**src/rtl/masked_subword.sv**
```systemverilog
// Serial masked SubWord: four masked bytes pass one at a time through a shared masked S-box.
// Each output byte is re-masked with a fresh LFSR byte, and that byte is returned as out_mask.
module masked_subword #(
  parameter logic [15:0] LFSR_INIT = 16'hACE1
) (
  input  logic        CLK,
  input  logic        RST,
  input  logic        in_valid,
  output logic        in_ready,
  input  logic [31:0] in_data,
  input  logic [31:0] in_mask,
  input  logic        in_enc,
  input  logic        seed_load,
  input  logic [15:0] seed,
  output logic        out_valid,
  input  logic        out_ready,
  output logic [31:0] out_data,
  output logic [31:0] out_mask
);

  typedef enum logic [1:0] {StIdle, StRun, StDone} state_e;

  state_e      state_q;
  logic [1:0]  idx_q;
  logic [31:0] data_q;
  logic [31:0] mask_q;
  logic        enc_q;
  logic [15:0] lfsr_q;
  logic [31:0] out_data_q;
  logic [31:0] out_mask_q;

  logic        accept;
  logic        seed_ok;
  logic [15:0] seed_val;
  logic [15:0] lfsr_next;
  logic [7:0]  sb_a;
  logic [7:0]  sb_m;
  logic [7:0]  sb_out;

  function automatic logic [7:0] gf_mul(input logic [7:0] a, input logic [7:0] b);
    logic [7:0] p;
    logic [7:0] aa;
    p  = 8'h00;
    aa = a;
    for (int i = 0; i < 8; i++) begin
      if (b[i]) p = p ^ aa;
      aa = {aa[6:0], 1'b0} ^ (aa[7] ? 8'h1b : 8'h00);
    end
    return p;
  endfunction

  // x^254 is the multiplicative inverse in GF(2^8), and maps 0 to 0 as AES requires.
  function automatic logic [7:0] gf_inv(input logic [7:0] x);
    logic [7:0] r;
    logic [7:0] p;
    r = 8'h01;
    p = x;
    for (int i = 1; i < 8; i++) begin
      p = gf_mul(p, p);
      r = gf_mul(r, p);
    end
    return r;
  endfunction

  function automatic logic [7:0] rotl8(input logic [7:0] x, input int unsigned k);
    logic [15:0] t;
    t = {x, x} << k;
    return t[15:8];
  endfunction

  // Masked S-box: the unmasked byte exists only inside this combinational cone.
  function automatic logic [7:0] b_sbox(input logic [7:0] a, input logic [7:0] m,
                                        input logic [7:0] n, input logic enc);
    logic [7:0] x;
    logic [7:0] y;
    logic [7:0] t;
    x = a ^ m;
    if (enc) begin
      t = gf_inv(x);
      y = t ^ rotl8(t, 1) ^ rotl8(t, 2) ^ rotl8(t, 3) ^ rotl8(t, 4) ^ 8'h63;
    end else begin
      t = rotl8(x, 1) ^ rotl8(x, 3) ^ rotl8(x, 6) ^ 8'h05;
      y = gf_inv(t);
    end
    return y ^ n;
  endfunction

  function automatic logic [15:0] lfsr_step8(input logic [15:0] l);
    logic [15:0] v;
    v = l;
    for (int i = 0; i < 8; i++) begin
      v = {v[14:0], v[15] ^ v[13] ^ v[12] ^ v[10]};
    end
    return v;
  endfunction

  always_comb begin
    in_ready  = (state_q == StIdle) || ((state_q == StDone) && out_ready);
    accept    = in_valid && in_ready;
    // An accept takes priority over a seed load; RUN never reseeds.
    seed_ok   = seed_load && !accept && (state_q != StRun);
    seed_val  = (seed == 16'h0000) ? LFSR_INIT : seed;
    lfsr_next = lfsr_step8(lfsr_q);
    sb_a      = data_q[{idx_q, 3'b000} +: 8];
    sb_m      = mask_q[{idx_q, 3'b000} +: 8];
    sb_out    = b_sbox(sb_a, sb_m, lfsr_q[7:0], enc_q);
  end

  always_ff @(posedge CLK or posedge RST) begin
    if (RST) begin
      state_q    <= StIdle;
      idx_q      <= 2'd0;
      data_q     <= 32'h0;
      mask_q     <= 32'h0;
      enc_q      <= 1'b0;
      lfsr_q     <= LFSR_INIT;
      out_data_q <= 32'h0;
      out_mask_q <= 32'h0;
    end else begin
      if (seed_ok) lfsr_q <= seed_val;
      if (accept) begin
        data_q  <= in_data;
        mask_q  <= in_mask;
        enc_q   <= in_enc;
        idx_q   <= 2'd0;
        state_q <= StRun;
      end else begin
        case (state_q)
          StRun: begin
            out_data_q[{idx_q, 3'b000} +: 8] <= sb_out;
            out_mask_q[{idx_q, 3'b000} +: 8] <= lfsr_q[7:0];
            lfsr_q <= lfsr_next;
            idx_q  <= idx_q + 2'd1;
            if (idx_q == 2'd3) state_q <= StDone;
          end
          StDone: begin
            if (out_ready) state_q <= StIdle;
          end
          default: ;
        endcase
      end
    end
  end

  assign out_valid = (state_q == StDone);
  assign out_data  = out_data_q;
  assign out_mask  = out_mask_q;

endmodule

```
**config.mk**
```make
export PLATFORM = sky130hd
export DESIGN_NAME = masked_subword
export DESIGN_NICKNAME = d
export VERILOG_FILES = /design/src/rtl/masked_subword.sv
export SDC_FILE = /design/constraint.sdc
export NUM_CORES = 2
export LEC_CHECK = 0
export CAP_MARGIN = 20
export CORE_MARGIN = 3
export CORE_UTILIZATION = 50
export DETAILED_ROUTE_END_ITERATION = 16
export GPL_TIMING_DRIVEN = 0
export PLACE_DENSITY = 0.68
export SYNTH_ARGS = -nofsm -noshare
export SYNTH_HDL_FRONTEND = slang
export SYNTH_SLANG_ARGS = --single-unit
```
**constraint.sdc**
```tcl
create_clock -name CLK -period 30.5 [get_ports CLK]
set_input_delay 6.1 -clock CLK [delete_from_list [all_inputs] [get_ports CLK]]
set_output_delay 6.1 -clock CLK [all_outputs]
set_load 0.1 [all_outputs]
```
==> results.ini <==
[outcome]
outcome=finished clean

[floorplan]
initial_core_util_pct=50.66
io_pins=152
fp-row-count=97
die_area_mm2=0.07457
core_mm2=0.07039
die_height_um=273.1
die_width_um=273.1

[drt]
ant_nets=0
wire_per_inst_um=19.78
via_per_inst=5.893
drc=0
vias=33150
routed_wl_um=111300
drt_iter0_markers=3165
dr.pass1.iters=6

[critical_path]
cpMostUsedCell=xnor2_1
arrival_ps=21570
slowest_stage=xnor2_1
crit_fanout=10
path_class=reg -> reg
required_ps=30790
critPathLaunchType=flip-flop
end_kind=flip-flop
max_stage_delay_ps=830

[synthesis]
async_flop_share_pct=100.0
synth_warnings=0
synth_top_family_by_area=XOR/XNOR gates
synth-simple-area-share_pct=19.37
synth-compound-area-share_pct=15.59
synth_common_cells=839 x xnor2_1, 636 x nand2_1, 582 x nor2_1, 231 x xor2_1, 201 x a21oi_1
synth-xor-area-share_pct=44.96
ys.flop_type=dfrtp_1
synth_cell_type_count=116
syn-num-nets=4598
synth_top_cells_by_area=xnor2_1 21%, xnor3_1 12%, dfrtp_1 9.9%
ys_ff_latch=149
synth.largest_area_cell=xnor2_1
ys_seq_area_share_pct=10.48
synth_fa_ha_area_share_pct=0.6245
synth_edf_count=0
synth.area.mux_share_pct=4.884
synth.avg_cell_area_um2=7.934
syn_inst=4495
synthesis.area_mm2=0.03566
post-synth-top-count-cell=xnor2_1
synth_top_cell_area_share_pct=20.60

[layout]
design_area_mm2=0.03900
utilization_pct=55.41
nets=4773
syn_to_final_growth_pct=9.371
drive_above_1_share_pct=7.047
num-fill-cells=6685

[flow_run]
maxCapViolations=0

[timing]
tns_ps=0
skew_ps=18.75
maxClockFrequency_mhz=46.99
hold_viol_final=0
relSlewSlack_pct=27.51
grt_setup_unrepaired=no
setup_viol=0
tightest_slew_ps=1080
period_share_pct=69.77
fin_crit_ps=21280
slew_violations=0

[grt]
grt_overflow=0
track_usage_pct=29.10
grt_pass1_vias=31490
grt_max_degree=86
grt_pass1_wl_um=177100
antenna_found_initial=3

[cts]
ctsResizeCount=0
htree_levels=4
ctsHoldBuffers=0
cts_buffer_depth=2
clock-sinks=149
cts_buffers=17
cts_tree=yes
cts_setup_buffers=0
clk-insertion-delay-late_ps=440
clkTransAtPathRegs_ps=80
root_buffer=clkbuf_16

[place]
hpwl_um=84370
port_buffers=151
gp_congestion=0.9554
place_area_mm2=0.03840

[worst_hold_path]
hp-class=reg -> reg

[kinds of logic after synthesis]
logic type | after synthesis
and+or+nand+nor | 1614
xor gates and xnor gates | 1377
AOI/OAI and AO/OA | 839
buffers and inverters | 344
muxes | 154
DFF | 149
adders and majority gates | 18
[cell usage in the layout (no fill, tap or decap), types with 19 or more instances in the layout]
cell type	n
o21ai_1	53
nor2b_1	37
a22o_1	34
nor2_1	582
or3_1	27
xor2_1	231
nand3_1	85
xnor2_2	54
a21oi_1	201
a22oi_1	25
a211oi_1	36
inv_1	46
xor3_1	21
mux2i_1	122
xnor3_1	186
and3_1	19
clkbuf_1	182
o21ai_0	162
nand2_1	636
o221ai_1	19
xnor2_1	839
o211ai_1	33
o22ai_1	54
buf_2	62
nand2b_1	30
dfrtp_1	141
clkdlybuf4s50_1	151
a31oi_1	27
and2_1	28
nor3_1	88
buf_1	20
[final timing paths]
check | start | to | slack, ps | cells after the start
worst max-delay path | idx_q[0] | out_data[17] | 9220 | 63
worst min-delay path | out_data[12] | out_data[12] | 490 | 2
worst max register to register | idx_q[0] | out_data[17] | 9220 | 63
worst min register to register | out_data[12] | out_data[12] | 490 | 2
max in group asynchronous | RST | mask_q[31] | 23550 | 3
min in group asynchronous | RST | lfsr_q[4] | 6110 | 2
[worst max-delay path: cells and delay by family (launching register included)]
kind / cells / cell delay [ps]
xor gates and xnor gates: 28 / 10260
adders and majority gates: 3 / 1200
and+or+nand+nor: 7 / 970
AOI/OAI and AO/OA: 10 / 2330
buffers and inverters: 13 / 5010
muxes: 2 / 840
DFF: 1 / 430
[flip-flops by register name, indices dropped and copies added (netlist names)]
signal	cells
out_mask	32
lfsr_q	16
mask_q	32
idx_q	2
out_data	32
data_q	32
enc_q	1
state_q	2
[cell type report]
| class | count | area, um^2 | area share (%) |
|---|---|---|---|
| antenna | 3 | 7.507 | 0.01925 |
| buffer | 281 | 1225 | 3.140 |
| clock buffer | 19 | 452.9 | 1.161 |
| clock inverter | 13 | 133.9 | 0.3432 |
| inverter | 63 | 241.5 | 0.6191 |
| multi-input combinational | 4002 | 30460 | 78.10 |
| sequential | 149 | 3739 | 9.585 |
| tap | 940 | 1176 | 3.015 |
| timing repair buffer | 156 | 1567 | 4.016 |
[metrics by stage]
stage          worst slack (ps)  hold slack, ps  cells
2_1_floorplan             14420           465.2   4495
3_3_place_gp               9783           466.9   5586
3_5_place_dp               9708           478.2   5589
4_1_cts                    9603           496.4   5621
5_1_grt                    7995           515.7   5626
6_report                   9220           491.9   5626
[layer usage]
metal / global-route usage (%) / share of wire (%)
met5: 0.6579 / 0.062
met4: 7.163 / 2.3
met3: 3.468 / 7.1
met2: 47.82 / 47
met1: 40.67 / 44
Power is left out: the tool's default activity adds up to more than one toggle a clock period on the data nets, which glitch-free logic cannot reach.
